**src/rtl/gb_dma_pkg.sv**
```systemverilog
// ---------------------------------------------------------------------------
// gb_dma_pkg
// Shared constants, state/phase encodings and address decode helpers for the
// Game Boy OAM DMA controller (gb_oam_dma_ctrl).
// ---------------------------------------------------------------------------
package gb_dma_pkg;

    localparam logic [15:0] DMA_REG_ADDR = 16'hFF46;
    localparam logic [15:0] OAM_BASE     = 16'hFE00;
    localparam int unsigned DMA_LEN      = 160;
    localparam int unsigned START_CLKS   = 4;
    localparam logic [15:0] HRAM_LO      = 16'hFF80;
    localparam logic [15:0] HRAM_HI      = 16'hFFFE;

    typedef enum logic [1:0] {
        IDLE,
        START,
        XFER
    } dma_state_t;

    // One OAM byte takes four clocks: read, wait, write, wait.
    typedef enum logic [1:0] {
        P0,
        P1,
        P2,
        P3
    } dma_phase_t;

    // Source of cpu_rdata for the clock after a CPU read.
    typedef enum logic [1:0] {
        RD_SRC,
        RD_FF,
        RD_MEM
    } rd_sel_t;

    function automatic logic is_hram(input logic [15:0] addr);
        return (addr >= HRAM_LO) && (addr <= HRAM_HI);
    endfunction

endpackage

```
**src/rtl/gb_oam_dma_ctrl.sv**
```systemverilog
// ---------------------------------------------------------------------------
// gb_oam_dma_ctrl
// OAM DMA engine sitting between gb_cpu and the shared memory bus. A write to
// 0xFF46 latches the source page and, after a 4-clock start-up delay, copies
// 160 bytes from {src_hi, 0x00..0x9F} into OAM (0xFE00..0xFE9F), one byte per
// four clocks. While the engine is active only HRAM is reachable by the CPU.
//
// Ports
//   clock                  CPU clock
//   rst                    asynchronous reset, active low
//   cpu_addr/wdata/we/re   single-clock CPU access strobes
//   cpu_rdata              CPU read data, valid the clock after cpu_re
//   mem_addr/wdata/we/re   shared memory bus request
//   mem_rdata              bus read data, valid the clock after mem_re
//   dma_active             high during start-up delay and transfer
// ---------------------------------------------------------------------------
module gb_oam_dma_ctrl
    import gb_dma_pkg::*;
(
    input  logic        clock,
    input  logic        rst,
    input  logic [15:0] cpu_addr,
    input  logic [7:0]  cpu_wdata,
    input  logic        cpu_we,
    input  logic        cpu_re,
    output logic [7:0]  cpu_rdata,
    output logic [15:0] mem_addr,
    output logic [7:0]  mem_wdata,
    output logic        mem_we,
    output logic        mem_re,
    input  logic [7:0]  mem_rdata,
    output logic        dma_active
);

    localparam logic [7:0] LAST_IDX   = 8'(DMA_LEN - 1);
    localparam logic [1:0] START_LAST = 2'(START_CLKS - 1);

    dma_state_t state;
    dma_phase_t phase;
    rd_sel_t    rd_sel;
    logic [7:0] byte_idx;
    logic [7:0] dma_src;
    logic [7:0] byte_latch;
    logic       rd_pending;

    logic       cpu_access;
    logic       hram_hit;
    logic       reg_hit;
    logic       reg_write;
    logic       stall;
    logic [7:0] src_hi;
    logic       dma_rd;
    logic       dma_wr;

    assign cpu_access = cpu_we | cpu_re;
    assign hram_hit   = cpu_access & is_hram(cpu_addr);
    assign reg_hit    = (cpu_addr == DMA_REG_ADDR);
    assign reg_write  = cpu_we & reg_hit;

    // An HRAM access takes the bus for its clock and freezes the engine.
    assign stall      = dma_active & hram_hit;

    // Pages 0xE0 and up are echo RAM; fold them back onto work RAM.
    assign src_hi     = (dma_src < 8'hE0) ? dma_src : (dma_src - 8'h20);

    // A restart write suppresses the engine's strobe in its own clock so the
    // half-finished byte is simply abandoned.
    assign dma_rd = (state == XFER) && (phase == P0) && !stall && !reg_write;
    assign dma_wr = (state == XFER) && (phase == P2) && !stall && !reg_write;

    // Bus mux. Reset forces the strobes low so nothing escapes while rst is
    // held, even if the CPU is still strobing. CPU writes win over a (bogus)
    // simultaneous read so we and re are never both driven.
    always_comb begin
        mem_addr  = cpu_addr;
        mem_wdata = cpu_wdata;
        mem_we    = 1'b0;
        mem_re    = 1'b0;
        if (!rst) begin
            mem_we = 1'b0;
            mem_re = 1'b0;
        end else if (dma_active) begin
            if (hram_hit) begin
                mem_we = cpu_we;
                mem_re = cpu_re & ~cpu_we;
            end else if (dma_rd) begin
                mem_addr = {src_hi, byte_idx};
                mem_re   = 1'b1;
            end else if (dma_wr) begin
                mem_addr  = OAM_BASE + {8'h00, byte_idx};
                mem_wdata = byte_latch;
                mem_we    = 1'b1;
            end
        end else if (!reg_hit) begin
            mem_we = cpu_we;
            mem_re = cpu_re & ~cpu_we;
        end
    end

    // Read return: the source is chosen when the read is issued, the data
    // itself is presented the following clock.
    always_comb begin
        case (rd_sel)
            RD_SRC:  cpu_rdata = dma_src;
            RD_FF:   cpu_rdata = 8'hFF;
            default: cpu_rdata = mem_rdata;
        endcase
    end

    // Engine FSM. The phase counter doubles as the start-up delay counter, so
    // START lasts exactly one P0..P3 sweep.
    always_ff @(posedge clock or negedge rst) begin
        if (!rst) begin
            state      <= IDLE;
            phase      <= P0;
            byte_idx   <= 8'h00;
            dma_src    <= 8'h00;
            dma_active <= 1'b0;
            byte_latch <= 8'h00;
            rd_pending <= 1'b0;
            rd_sel     <= RD_SRC;
        end else begin
            rd_pending <= dma_rd;
            if (rd_pending) begin
                byte_latch <= mem_rdata;
            end

            if (cpu_re) begin
                if (reg_hit) begin
                    rd_sel <= RD_SRC;
                end else if (dma_active && !hram_hit) begin
                    rd_sel <= RD_FF;
                end else begin
                    rd_sel <= RD_MEM;
                end
            end

            if (reg_write) begin
                dma_src    <= cpu_wdata;
                state      <= START;
                phase      <= P0;
                byte_idx   <= 8'h00;
                dma_active <= 1'b1;
            end else if (dma_active && !stall) begin
                case (state)
                    START: begin
                        if (phase == START_LAST) begin
                            state <= XFER;
                            phase <= P0;
                        end else begin
                            phase <= dma_phase_t'(phase + 2'd1);
                        end
                    end
                    XFER: begin
                        if (phase == P3) begin
                            phase <= P0;
                            if (byte_idx == LAST_IDX) begin
                                state      <= IDLE;
                                byte_idx   <= 8'h00;
                                dma_active <= 1'b0;
                            end else begin
                                byte_idx <= byte_idx + 8'd1;
                            end
                        end else begin
                            phase <= dma_phase_t'(phase + 2'd1);
                        end
                    end
                    default: begin
                        state      <= IDLE;
                        phase      <= P0;
                        dma_active <= 1'b0;
                    end
                endcase
            end
        end
    end

endmodule

```
**config.mk**
```make
export PLATFORM = sky130hd
export DESIGN_NAME = gb_oam_dma_ctrl
export DESIGN_NICKNAME = d
export VERILOG_FILES = /design/src/rtl/gb_dma_pkg.sv /design/src/rtl/gb_oam_dma_ctrl.sv
export SDC_FILE = /design/constraint.sdc
export NUM_CORES = 1
export LEC_CHECK = 0
export CAP_MARGIN = 0
export CELL_PAD_IN_SITES_DETAIL_PLACEMENT = 1
export CELL_PAD_IN_SITES_GLOBAL_PLACEMENT = 1
export CORE_MARGIN = 8
export CORE_UTILIZATION = 36
export DETAILED_ROUTE_END_ITERATION = 12
export PLACE_DENSITY_LB_ADDON = 0.3
export SYNTH_ARGS = -nofsm -noshare
export SYNTH_HDL_FRONTEND = slang
export SYNTH_SLANG_ARGS = --single-unit
```
**constraint.sdc**
```tcl
create_clock -name clock -period 6.4 [get_ports clock]
set_input_delay 0.96 -clock clock [delete_from_list [all_inputs] [get_ports clock]]
set_output_delay 0.96 -clock clock [all_outputs]
set_load 0.05 [all_outputs]
```
==> results of run 1 <==
sequential cells by signal, indices dropped and copies added, names as in the netlist:
| name | flops |
|---|---|
| byte_idx | 8 |
| byte_latch | 8 |
| dma_active | 1 |
| dma_src | 8 |
| phase | 2 |
| rd_pending | 1 |
| rd_sel | 2 |
| state | 2 |
worst min-delay path by stage:
stage,start,endpoint,slack [ps]
after floorplan,dma_src[1],dma_src[1],470
after global placement,byte_latch[3],byte_latch[3],490
after global routing,byte_latch[1],byte_latch[1],520
after detailed placement,byte_latch[1],byte_latch[1],490
final,byte_latch[2],byte_latch[2],510
after CTS,byte_latch[1],byte_latch[1],510
logic make-up after synthesis:
family          Yosys count  share of synthesized area
buf+inv                  28                    0.05746
flops                    32                     0.3791
fa+ha+maj                 7                    0.04147
mux                      23                     0.1262
simple gates             78                     0.1908
compound gates           66                     0.2050
placed cells by master (no fill, tap or decap), types with 4 or more instances in the layout:
master / instances
clkdlybuf4s50_1: 70
nand3_1: 8
ha_1: 7
clkbuf_8: 7
inv_1: 17
a31oi_1: 4
o211ai_1: 5
a21oi_1: 12
nand2_1: 32
nand4_1: 7
o21ai_0: 20
dfrtp_1: 32
o22a_1: 7
nor2_1: 15
mux2_2: 21
cell type report:
cell class | count | area (µm²)
fill | 667 | 2820
tap | 75 | 93.84
clock buffer | 7 | 96.34
multi-input combinational | 174 | 1190
inverter | 17 | 63.81
timing repair buffer | 72 | 715.7
sequential | 32 | 800.8
worst register-to-register path: stages (launching register included):
cell and delay (ps):
dfrtp_1 430, ha_1 230, nand4_1 190, nor4b_1 760, nand2_1 200, a211o_1 340, o211a_1 120
layer usage:
layer / track usage / routed length (µm)
met1: 0.2110 / 3129
met2: 0.2950 / 3388
met5: 0 / 0
met4: 0.05503 / 116
met3: 0.03883 / 490
where the power goes:
group | total (mW) | switching [mW] | internal [mW]
clock network | 0.173 | 0.0768 | 0.0958
registers | 0.206 | 0.00253 | 0.203
logic | 0.122 | 0.0725 | 0.0497
==> flow_summary.yaml, run 1 <==
synth:
  ys.flop_type: "dfrtp_1"
  syn_inst: 234
  synth_enable_flop_cells: 0
  yosysTopAreaCell: "dfrtp_1"
  synth_top_area_frac: 0.3791
  async_flop_share: 1.000
  ys_ff_latch: 32
  yosysSeqAreaShare: 0.3791
  synthTopCellsByCount: "32 x dfrtp_1, 32 x nand2_1, 21 x mux2_2"
  syn_nets: 277
  synth.avg_cell_area_um2: 9.026
  synth.area.top_cells: "dfrtp_1 38%, mux2_2 11%, nand2_1 5.7%, o21ai_0 4.7%, ha_1 4.1%"
  yosysUniqueCellTypes: 43
  ys.warnings.count: 0
  synthesis.area_um2: 2112
routing:
  wl_mm: 7.125
  dr.pass1.iters: 4
  via_count: 2120
  drc_errors: 0
  vias_per_cell: 5.623
  drtIter0Drc: 60
  ant_nets: 0
  wl_per_cell_um: 18.90
die:
  die_area_um2: 8574
  rows: 28
  die_x_um: 92.60
  fp.dieH_um: 92.60
  design.core.area_um2: 5781
  io_pins: 71
  initial_utilization: 0.3654
grt:
  grt-ovfl-total: 0
  grt_pass1_vias: 2339
  grt_antenna_before_repair: 0
  grt.total_usage: 0.1730
  grt_max_degree: 21
  grt_pass1_wl_mm: 11.99
finish:
  antennaDiodeCount: 0
  fin_cells: 377
  utilization: 0.5121
  nets: 345
  fin_area_um2: 2960
  drive_above_1_share: 0.1291
  syn_to_final_growth_pct: 40.17
power:
  power_mw: 0.5004
  leakagePower_nw: 1.241
  vdd_drop_max_v: 0.00007344
  power.density_nw_per_um2: 169.0
run:
  drv_cap: 0
timing:
  tightestPinTransition_ps: 1221
  fin_crit_ps: 5403
  fin_ws_ps: 996.9
  max_clock_freq_mhz: 185.1
  rsz0062_at_grt: "no"
  whs_ps: 507.7
  fin_skew_ps: 4.696
  post-route-period-util: 0.8442
  slew_violations: 0
  max_slew_margin: 0.1775
  hold_violations: 0
  finalSetupTns_ps: 0
  setup_viol: 0
setup_path:
  timing.rr.end: "state[1]"
  worstSetupStartpointType: "input pin"
  crit_slowest_cell: "clkdlybuf4s50_1"
  timing.rr.start: "byte_idx[0]"
  critical_path_required_ps: 5440
  crit_end: "mem_addr[4]"
  cp-end-kind: "output port"
  cpPeakStageDelay_ps: 800
  reg2reg_depth: 6
  path_depth: 7
  crit_fanout: 18
  worst-r2r-setup-slack_ps: 4020
  crit_path_frequent_cell: "clkdlybuf4s50_1"
  critical_path.startpoint: "cpu_addr[3]"
  cp.arrival_ps: 4440
  critPathTopFamily: "simple AND/OR/NAND/NOR gates"
  worst-path-buf-inv: 2
  worstSetupPathType: "in -> out"
  crit_chain: "clkdlybuf4s50_1, or4_4, nor4_4, and2_1, nor3_2, mux2_2, clkdlybuf4s50_1"
clock_network:
  ctsResizeCount: 0
  cts-buffers-inserted: 5
  clkLatencyLatePin_ps: 280
  postCtsHoldBufs: 0
  cts_setup_buffers: 0
  cts_tree: "yes"
  cts.sinks: 32
  clk_pin_slew_ps: 70
  h-tree-depth: 2
  root_buffer: "clkbuf_8"
  clock_path_buffers: 2
place:
  routabilityCongestion: 0.8688
  port_buffers: 70
  place_inst: 370
  dp_hpwl_mm: 5.448
  place_area_um2: 2864
  dp_worst_setup_slack_ps: 989.5
hold_path:
  hold_path_depth: 1
  hp-class: "reg -> reg"
outcome:
  outcome: "complete, no violations"
No activity file was read; power rests on OpenSTA's default activity.
==> run 2, diff against run 1 <==
- CORE_UTILIZATION: 36 -> 34
- clock period: 6.4 -> 5.5 ns (I/O delays scaled with it)
==> run 2 against run 1 <==
  * Global-route usage down 0.49 points
  * Cell area down 0.30%
  * Routed wire length up 3.5%
  * Power up 15%
  * Count of clock-buffer cells in the layout down 1
  * Critical path depth up 1
  * Register-to-register slack worse by 970 ps
  * Core utilization down 1.7 points
  * Sequential cell count unchanged
  * Sequential power up 16%
  * Largest power group unchanged
==> flow_summary.yaml, run 2 (synthesis gave the netlist of run 1 again) <==
outcome:
  outcome: "complete, no violations"
timing:
  rsz0062_at_grt: "no"
  max_clock_freq_mhz: 215.9
  finalSetupTns_ps: 0
  hold_violations: 0
  fin_skew_ps: 2.660
  fin_crit_ps: 4632
  slew_violations: 0
  setup_viol: 0
  post-route-period-util: 0.8422
  max_slew_margin: 0.2839
  fin_ws_ps: 867.9
  tightestPinTransition_ps: 1063
finish:
  layout.cells.most_common: "clkdlybuf4s50_1"
  reg_top3: "byte_idx: 8 flops, byte_latch: 8 flops, dma_src: 8 flops"
  drive_above_1_share: 0.1889
  nets: 349
  syn_to_final_growth_pct: 39.75
  antennaDiodeCount: 0
  mostFrequentLayoutCells: "56 x clkdlybuf4s50_1, 32 x nand2_1, 32 x dfrtp_1"
  fin_cells: 382
  fillers: 708
setup_path:
  timing.rr.end: "state[1]"
  critical_path_required_ps: 4680
  worst-r2r-setup-slack_ps: 3050
  timing.rr.start: "byte_idx[0]"
  reg2reg_depth: 6
  crit_fanout: 8
  cp-end-kind: "output port"
  worstSetupStartpointType: "input pin"
  worstSetupPathType: "in -> out"
  cp.arrival_ps: 3810
grt:
  grt_max_degree: 19
  grt_pass1_wl_mm: 11.87
  grt_antenna_before_repair: 0
  grt-ovfl-total: 0
  grt_pass1_vias: 2242
  grt.total_usage: 0.1681
routing:
  wl_per_cell_um: 19.30
  via_count: 2113
  drtIter0Drc: 100
  wl_mm: 7.371
  dr.pass1.iters: 4
  ant_nets: 0
  vias_per_cell: 5.531
  drc_errors: 0
clock_network:
  root_buffer: "clkbuf_8"
  clkLatencyLatePin_ps: 290
  cts_setup_buffers: 0
  clk_pin_slew_ps: 70
  postCtsHoldBufs: 0
  h-tree-depth: 2
  ctsResizeCount: 0
  clock_path_buffers: 2
  cts_tree: "yes"
  cts.sinks: 32
  cts-buffers-inserted: 5
place:
  port_buffers: 70
  place_inst: 374
  routabilityCongestion: 0.8542
  dp_worst_setup_slack_ps: 859.4
  dp_hpwl_mm: 5.695
power:
  vdd_drop_max_v: 0.0001206
  switching_share: 0.3167
  power.density_nw_per_um2: 194.6
  power.switching_mw: 0.1819
  power.internal_mw: 0.3926
  p_seq_frac: 0.416
  pwr-share-comb: 0.246
  p_clk_frac: 0.338
  leakagePower_nw: 1.275
die:
  die_area_um2: 8990
  rows: 28
  die_x_um: 94.82
  design.core.area_um2: 5956
  fp.dieH_um: 94.82
  io_pins: 71
  initial_utilization: 0.3546
run:
  drv_cap: 0
hold_path:
  hold_path_depth: 1
  hp-start: "byte_latch[0]"
  hp-class: "reg -> reg"
  holdPathEnd: "byte_latch[0]"
run 2: worst max-delay path by stage:
stage / endpoint / slack (ps) / cells past startpoint / start
2_1_floorplan: mem_re / 1730 / 5 / cpu_addr[9]
5_1_grt: mem_wdata[7] / 750 / 8 / cpu_addr[3]
6_report: mem_wdata[7] / 870 / 8 / cpu_addr[3]
4_1_cts: mem_wdata[0] / 840 / 8 / cpu_addr[3]
3_5_place_dp: mem_wdata[0] / 860 / 8 / cpu_addr[3]
3_3_place_gp: mem_wdata[4] / 920 / 8 / cpu_addr[3]
run 2: metrics by stage:
step                total power [mW]  area, µm²  utilization  hold slack, ps
floorplan                     0.3170       2112            -           469.0
global placement              0.3841       2859       0.4800           487.4
detailed placement            0.3857       2859       0.4800           498.3
CTS                           0.5831       2952       0.4956           511.5
global route                  0.5978       2952       0.4956           534.7
finish                        0.5745       2952       0.4956           503.2
run 2: layout make-up:
type,instances,area (µm²),area share
clock buffer,6,82.58,0.02798
clock inverter,2,10.01,0.003391
inverter,17,63.81,0.02162
multi-input combinational,174,1190,0.4031
sequential,32,800.8,0.2713
tap,75,93.84,0.03179
timing repair buffer,76,710.7,0.2408
run 2: power by group through the flow:
| stage | Clock (mW) | Sequential, mW | Combinational (mW) |
|---|---|---|---|
| after detailed placement | 0 | 0.244 | 0.142 |
| final | 0.194 | 0.239 | 0.141 |
| after CTS | 0.201 | 0.239 | 0.142 |
| after floorplan | 0 | 0.242 | 0.0750 |
| after global placement | 0 | 0.244 | 0.140 |
| after global routing | 0.210 | 0.239 | 0.148 |
run 2: layer usage:
metal	routed length, µm	vias up	share of wire	track usage
li1	-	1004	-	-
met1	3391	1053	0.46	0.2092
met2	3539	52	0.48	0.2851
met3	399	4	0.054	0.04127
met4	40	0	0.0054	0.03901
met5	0	-	0	0
run 2: worst max-delay path, stage by stage:
cell and delay [ps]:
clkdlybuf4s50_1 450, or4_4 560, nor4_4 290, and2_1 350
nor4b_2 90, buf_4 200, mux2_2 230, clkdlybuf4s50_1 800
